**config.mk**
```make
export PLATFORM = sky130hd
export DESIGN_NAME = matrix_frame_sequencer
export DESIGN_NICKNAME = d
export VERILOG_FILES = /design/src/rtl/matrix_frame_sequencer.sv
export SDC_FILE = /design/constraint.sdc
export NUM_CORES = 1
export LEC_CHECK = 0
export ABC_AREA = 0
export BUFFER_PORTS_ARGS = -buffer_cell sky130_fd_sc_hd__buf_4
export CORE_MARGIN = 1.5
export CORE_UTILIZATION = 40
export CTS_CLUSTER_SIZE = 40
export DETAILED_ROUTE_END_ITERATION = 10
export PLACE_DENSITY_LB_ADDON = 0.15
export SYNTH_ARGS = -nofsm -noshare
export SYNTH_HDL_FRONTEND = slang
export SYNTH_SLANG_ARGS = --single-unit
```
**constraint.sdc**
```tcl
create_clock -name clk -period 1.94 [get_ports clk]
set_input_delay 0.097 -clock clk [delete_from_list [all_inputs] [get_ports clk]]
set_output_delay 0.097 -clock clk [all_outputs]
set_load 0.005 [all_outputs]
```
**src/rtl/matrix_frame_sequencer.sv**
```systemverilog
// Streams one LED-matrix image, column by column, from a synchronous frame buffer into output_module.
// Optional macro AUTO_REPEAT_EN adds a repeat_en input for continuous refresh without frame_start.
module matrix_frame_sequencer #(
    parameter int CHANNEL_NUMBER   = 3,
    parameter int SPI_SIZE         = 8,
    parameter int COLUMNS          = 8,
    parameter int BYTES_PER_COLUMN = 48,
    parameter int TIMEOUT_CYCLES   = 4096,
    parameter int ADDR_W           = $clog2(COLUMNS * BYTES_PER_COLUMN),
    localparam int COL_W           = (COLUMNS > 1) ? $clog2(COLUMNS) : 1
) (
    input  logic                               clk,
    input  logic                               rst_n,
    input  logic                               frame_start,
    output logic [ADDR_W-1:0]                  rd_addr,
    output logic                               rd_en,
    input  logic [CHANNEL_NUMBER*SPI_SIZE-1:0] rd_data,
    output logic [CHANNEL_NUMBER*SPI_SIZE-1:0] data_in,
    output logic                               start_first_column,
    output logic                               start_next_column,
    output logic                               next_data,
    output logic                               extra_bit,
    input  logic                               tx_finish,
    output logic                               busy,
    output logic [COL_W-1:0]                   column,
    output logic                               frame_done,
    output logic                               timeout_err
`ifdef AUTO_REPEAT_EN
    ,
    input  logic                               repeat_en
`endif
);

    localparam int BYTE_W = (BYTES_PER_COLUMN > 1) ? $clog2(BYTES_PER_COLUMN) : 1;
    localparam int TMR_W  = (TIMEOUT_CYCLES > 1) ? $clog2(TIMEOUT_CYCLES) : 1;

    localparam logic [BYTE_W-1:0] LAST_BYTE = BYTE_W'(BYTES_PER_COLUMN - 1);
    localparam logic [COL_W-1:0]  LAST_COL  = COL_W'(COLUMNS - 1);
    localparam logic [TMR_W-1:0]  LAST_TICK = TMR_W'(TIMEOUT_CYCLES - 1);

    typedef enum logic [3:0] {
        S_IDLE,
        S_COL_START,
        S_FETCH,
        S_LATCH,
        S_ISSUE,
        S_WAIT_BUSY,
        S_WAIT_DONE,
        S_COL_END,
        S_DONE
    } state_t;

    state_t                             state_q, state_d;
    logic [COL_W-1:0]                   col_q, col_d;
    logic [BYTE_W-1:0]                  byte_q, byte_d;
    logic [TMR_W-1:0]                   timer_q, timer_d;
    logic                               timeout_set;
    logic [CHANNEL_NUMBER*SPI_SIZE-1:0] data_q;
    logic                               extra_q;
    logic                               err_q;
    logic                               sfc_q;
    logic                               snc_q;

    // State register plus the small datapath registers that follow it.
    always_ff @(posedge clk) begin
        // NOTE: sequential state uses non-blocking assignments so every register samples pre-edge values.
        if (!rst_n) begin
            state_q <= S_IDLE;
            col_q   <= '0;
            byte_q  <= '0;
            timer_q <= '0;
            data_q  <= '0;
            extra_q <= 1'b0;
            err_q   <= 1'b0;
            sfc_q   <= 1'b0;
            snc_q   <= 1'b0;
        end else begin
            state_q <= state_d;
            col_q   <= col_d;
            byte_q  <= byte_d;
            timer_q <= timer_d;
            sfc_q   <= (state_q == S_COL_START) && (col_q == '0);
            snc_q   <= (state_q == S_COL_START) && (col_q != '0);

            // Buffer lane i maps straight onto channel i, so a plain copy keeps the packing.
            if (state_q == S_LATCH) begin
                data_q  <= rd_data;
                extra_q <= (byte_q == LAST_BYTE);
            end else if (state_q == S_COL_END) begin
                extra_q <= 1'b0;
            end

            if (state_q == S_IDLE && frame_start) begin
                err_q <= 1'b0;
            end else if (timeout_set) begin
                err_q <= 1'b1;
            end
        end
    end

    // Next-state logic; the timeout timer restarts from zero on every state change.
    always_comb begin
        // NOTE: every comb output gets a default first so no path can infer a latch.
        state_d     = state_q;
        col_d       = col_q;
        byte_d      = byte_q;
        timer_d     = '0;
        timeout_set = 1'b0;
        case (state_q)
            S_IDLE: begin
                if (frame_start) begin
                    state_d = S_COL_START;
                    col_d   = '0;
                    byte_d  = '0;
                end
            end
            S_COL_START: state_d = S_FETCH;
            S_FETCH:     state_d = S_LATCH;
            S_LATCH:     state_d = S_ISSUE;
            S_ISSUE:     state_d = S_WAIT_BUSY;
            S_WAIT_BUSY: begin
                if (!tx_finish) begin
                    state_d = S_WAIT_DONE;
                end else if (timer_q == LAST_TICK) begin
                    state_d     = S_IDLE;
                    timeout_set = 1'b1;
                end else begin
                    timer_d = timer_q + TMR_W'(1);
                end
            end
            S_WAIT_DONE: begin
                if (tx_finish) begin
                    if (byte_q != LAST_BYTE) begin
                        byte_d  = byte_q + BYTE_W'(1);
                        state_d = S_FETCH;
                    end else begin
                        state_d = S_COL_END;
                    end
                end else if (timer_q == LAST_TICK) begin
                    state_d     = S_IDLE;
                    timeout_set = 1'b1;
                end else begin
                    timer_d = timer_q + TMR_W'(1);
                end
            end
            S_COL_END: begin
                byte_d = '0;
                if (col_q == LAST_COL) begin
                    state_d = S_DONE;
                end else begin
                    col_d   = col_q + COL_W'(1);
                    state_d = S_COL_START;
                end
            end
            S_DONE: begin
`ifdef AUTO_REPEAT_EN
                if (repeat_en) begin
                    state_d = S_COL_START;
                    col_d   = '0;
                end else begin
                    state_d = S_IDLE;
                end
`else
                state_d = S_IDLE;
`endif
            end
            default: state_d = S_IDLE;
        endcase
    end

    // Moore outputs decoded from the current state and counters.
    always_comb begin
        rd_en              = (state_q == S_FETCH);
        rd_addr            = ADDR_W'(col_q) * ADDR_W'(BYTES_PER_COLUMN) + ADDR_W'(byte_q);
        next_data          = (state_q == S_ISSUE);
        frame_done         = (state_q == S_DONE);
        busy               = (state_q != S_IDLE);
        column             = col_q;
        data_in            = data_q;
        extra_bit          = extra_q;
        timeout_err        = err_q;
        start_first_column = sfc_q;
        start_next_column  = snc_q;
    end

endmodule

```
# ---- After elaboration in Yosys (flattened, before gate mapping)
# Index checks and enable logic that the tools add are counted.
dict set report totals {
  register_bits 53
  input_bits 28
  output_inout_bits 44
  word_cells 68
}
dict set report classes {
  add_sub_neg 4
  mul 1
  eq_ne 16
  mux 24
  bitwise 1
  reduce_logical 13
}
# operator count
set ops {}
lappend ops {{two-way mux 12 bit} 3}
lappend ops {{one-hot mux 4 bit (8 select lines)} 1}
lappend ops {{one-hot mux 12 bit (2 select lines)} 1}
lappend ops {{two-way mux 4 bit} 5}
lappend ops {{two-way mux 6 bit} 3}
lappend ops {{one-hot mux 6 bit (3 select lines)} 1}
lappend ops {{equality test 4 x 3 -> 1 bit, second input constant} 4}
lappend ops {{adder 12 x 1 -> 12 bit, second input constant} 1}
lappend ops {{equality test 12 bit, second input constant} 1}
lappend ops {{adder 9 x 6 -> 9 bit} 1}
lappend ops {{two-way mux 3 bit} 3}
lappend ops {{equality test 4 x 2 -> 1 bit, second input constant} 2}
lappend ops {{inequality test 2 bit, second input constant} 4}
lappend ops {{adder 6 x 1 -> 6 bit, second input constant} 1}
lappend ops {{equality test 6 bit, second input constant} 1}
lappend ops {{inequality test 6 bit, second input constant} 1}
lappend ops {{one-hot mux 3 bit (2 select lines)} 1}
lappend ops {{nonzero test 3 bit} 2}
lappend ops {{multiplier 3 x 2 -> 5 bit, second input constant} 1}
lappend ops {{two-way mux 1 bit} 5}
lappend ops {{equality test 4 x 1 -> 1 bit, second input constant} 1}
lappend ops {{equality test 4 bit, second input constant} 1}
lappend ops {{logical NOT 4 bit} 1}
lappend ops {{AND reduction 4 bit} 1}
lappend ops {{other kinds (10)} 13}

# ---- Depth between registers and ports, before layout
dict set report depth {
  word_depth 4
  depth_mapped 6
  mapped_depth_nobuf 6
}

# ---- Worst setup path after synthesis
# OpenSTA, ideal clock, no wires.
dict set report synth_timing {
  path_kind {register to output}
  start {register col_q[0], in the netlist column[0]}
  end {output rd_addr[8]}
  arrival_time_ps 1556
  required_ps 1843
  setup_slack_ps 287
  stages_incl_launch_ff 7
  path_buffers 0
  cell_sequence {dfxtp_1 > ha_1 > inv_1 > fa_1 > xor2_1 > nor3b_1 > xnor2_1}
}
dict set report synth_via {
  elab_chain_len 2
}
# element line
set synth_rtl {}
lappend synth_rtl {{start: declaration} 54} ;# logic [COL_W-1:0] col_q, col_d;
lappend synth_rtl {{start signal: assignment} 79} ;# col_q <= col_d;
lappend synth_rtl {{multiplier 3 x 2 -> 5 bit} 174} ;# rd_addr = ADDR_W'(col_q) * ADDR_W'(BYTES_PER_COLUMN) + ADDR_W'(byte_q);
lappend synth_rtl {{adder 9 x 6 -> 9 bit} 174}
lappend synth_rtl {{end: declaration} 15} ;# output logic [ADDR_W-1:0] rd_addr,
# Every way passes these cells.

# ---- Worst setup path in the final report
dict set report layout_timing {
  start {register col_q[1], in the netlist column[1]}
  end {output rd_addr[7]}
}
# The elaborated chain is that of the path after synthesis.

==> impl_metrics.env <==
export IMPL_core_area_sq_um=5920
export IMPL_antenna_found_initial=0
export IMPL_die_y_um=81.4
export IMPL_synth_ff_type="dfxtp_1"
export IMPL_fin_skew_ns=0.00891
export IMPL_syn_to_final_growth_pct=32.5
export IMPL_syn_area_sq_um=2460
export IMPL_grtUsageTotal=0.173
export IMPL_power_mw=2.06
export IMPL_drt_wirelength_per_cell_um=12.4
export IMPL_syn_nets=339
export IMPL_r2r_setup_slack_ns=0.27
export IMPL_grt_overflow=0
export IMPL_yosysSeqAreaShare=0.431
export IMPL_insertion_delay_ns=0.30
export IMPL_root_buffer="clkbuf_8"
export IMPL_cts_buffers=5
export IMPL_hold_viol_final=0
export IMPL_nets=414
export IMPL_holdPathStages=3
export IMPL_ir_drop_v=0.000344
export IMPL_wl_um=5590
export IMPL_synth_edf_count=0
export IMPL_worstPathArrival_ns=1.86
export IMPL_setup_ws_ns=-0.0133
export IMPL_io_buffers=71
export IMPL_drtIter0Drc=88
export IMPL_cts_tree="built"
export IMPL_violations="setup timing"
export IMPL_end_kind="primary output"
export IMPL_num_io_pins=72
export IMPL_die_w_um=81.4
export IMPL_status="finished with violations"
export IMPL_dpl_hpwl_um=3940
export IMPL_route_vias_total=2227
export IMPL_synthArstFlopShare=0
export IMPL_drt_first_pass_iters=4
export IMPL_holdBufCountCts=0
export IMPL_min_period_over_period=1.01
export IMPL_cp_required_ns=1.84
export IMPL_ys_warn_count=0
export IMPL_grt_setup_unrepaired="true"
export IMPL_diodes=0
export IMPL_yosysTopAreaCell="dfxtp_1"
export IMPL_hold_class="in -> reg"
export IMPL_layout_drive_gt1_share=0.287
export IMPL_path_class="reg -> out"
export IMPL_min_delay_start="rd_data[16]"
export IMPL_maxCapViolations=0
export IMPL_max_freq_ghz=0.512
export IMPL_finalMaxSlewViolations=0
export IMPL_yosys_area_top_type_share=0.431
export IMPL_clk_pin_slew_worst_paths_ns=0.10
export IMPL_drcViolationCount=0
export IMPL_r2r_start="state_q[1]"
export IMPL_clkSinkCount=53
export IMPL_critical_path_max_fanout=4
export IMPL_syn_inst=300
export IMPL_min_to="data_in[16]"
export IMPL_die_area_sq_um=6630
export IMPL_grt_max_degree=27
export IMPL_reg2regPathDepth=5
export IMPL_ys_types=45
export IMPL_critPathLaunchType="flip-flop"
export IMPL_ant_nets=0
export IMPL_htreeDepth=2
export IMPL_grt_first_pass_wirelength_um=9070
export IMPL_ys_seq_elements=53
export IMPL_rows=28
export IMPL_cts_buffer_depth=2
export IMPL_via_per_inst=4.94
export IMPL_syn_mean_instance_area_sq_um=8.20
export IMPL_timing_final_crit_period_ns=1.95
export IMPL_grt_pass1_vias=2016
export IMPL_max_slew_margin_rel=0.714
export IMPL_start_util=0.415
export IMPL_post_route_util=0.551
export IMPL_place_congestion=0.814
export IMPL_p_leak_nw=1.28
export IMPL_timing_rr_end="column[1]"
export IMPL_synth_area_leaders="dfxtp_1 43%, nand2_1 10%, a21oi_1 7.1%, ha_1 4.6%, nor2_1 3.7%"
export IMPL_p_per_area_nw_per_um2=632
export IMPL_worstMarginPinSlew_ns=0.424
export IMPL_setup_viol=1
cells in the mapped netlist, types with 2 or more instances:
library cell  count
nand2_1          68
dfxtp_1          53
a21oi_1          35
nor2_1           24
clkbuf_1         10
inv_1            10
xnor2_1          10
ha_1              9
nand3_1           8
xor2_1            6
buf_4             4
mux2i_1           4
nand2b_1          4
nor3_1            4
nor3b_1           4
o21ai_0           4
and3_1            3
nand4_1           3
nor2b_1           3
o22ai_1           3
a211o_1           2
and2_1            2
buf_6             2
fa_1              2
nand4b_1          2
or2_2             2
worst max-delay path by stage:
stage | start | endpoint | slack, ns
detailed placement | column[0] | rd_addr[8] | 0.1
CTS | column[1] | rd_addr[7] | 0.004
global route | column[1] | rd_addr[8] | -0.11
floorplan | column[0] | rd_addr[8] | 0.29
finish | column[1] | rd_addr[7] | -0.01
global placement | column[0] | rd_addr[8] | 0.15
power breakdown:
part	internal (mW)	leakage [nW]	switching, mW
sequential	1.10	0.429	0.00807
clock	0.387	0.0543	0.371
combinational	0.0972	0.801	0.0963
flip-flops by register name, summed over array words and instances (netlist names):
register / flops
start_next_column: 1
extra_bit: 1
byte_q: 6
timer_q: 12
timeout_err: 1
column: 3
start_first_column: 1
state_q: 4
data_in: 24
critical path: stages, from the launching register on:
cell,delay (ns)
dfxtp_4,0.38
ha_4,0.16
inv_1,0.06
fa_2,0.46
nor2_1,0.21
xnor2_1,0.15
buf_4,0.13
metrics by stage:
step,cells,hold WS [ns],setup TNS [ns],setup WS [ns],cell area (sq um)
final,451,0.0259,-0.0133,-0.0133,3260
after global routing,451,0.00380,-0.182,-0.110,3260
after CTS,451,0.0150,0,0.00408,3260
after detailed placement,441,0.351,0,0.0982,3080
after global placement,441,0.344,0,0.155,3080
after floorplan,300,0.233,0,0.287,2460
cell usage in the layout, fill, tap and decap left out, drive strengths merged, types with 4 or more instances in the layout:
cell type  netlist  routed
a21oi           35      35
buf              7      85
clkbuf          10       5
dfxtp           53      53
ha               9       9
inv             10      10
mux2i            4       4
nand2           68      68
nand2b           4       4
nand3            8       8
nor2            24      24
nor3             4       4
nor3b            4       4
o21ai            4       4
xnor2           10      10
xor2             6       6
kinds of logic after synthesis:
| family | Yosys count | share of synthesized area |
|---|---|---|
| buf+inv | 28 | 0.0554 |
| compound gates | 54 | 0.128 |
| simple gates | 134 | 0.250 |
| fa+ha+maj | 11 | 0.0621 |
| xor+xnor | 16 | 0.0570 |
| flops | 53 | 0.431 |
| mux | 4 | 0.0163 |
cell type report:
class / count / area, sq um
flip-flops and latches: 53 / 1070
repair buffers: 85 / 638
fillers: 563 / 2660
multi-input cells: 219 / 1310
well taps: 75 / 93.8
inverters: 11 / 41.3
clock inverters: 3 / 46.3
clock buffers: 5 / 68.8
routing by layer:
layer	vias up	routed length [um]	global-route usage
li1	1148	-	-
met1	1029	2540	0.223
met2	45	2760	0.295
met3	5	237	0.0333
met4	0	48	0.0448
met5	-	0	0
timing repair:
item,4_1_cts,5_1_grt
pin swaps,1,0
buffers inserted,2,0
hold endpoints to repair,0,0
gates resized for setup,11,0
setup endpoints to repair,3,2
(Power assumes the default switching activity.)
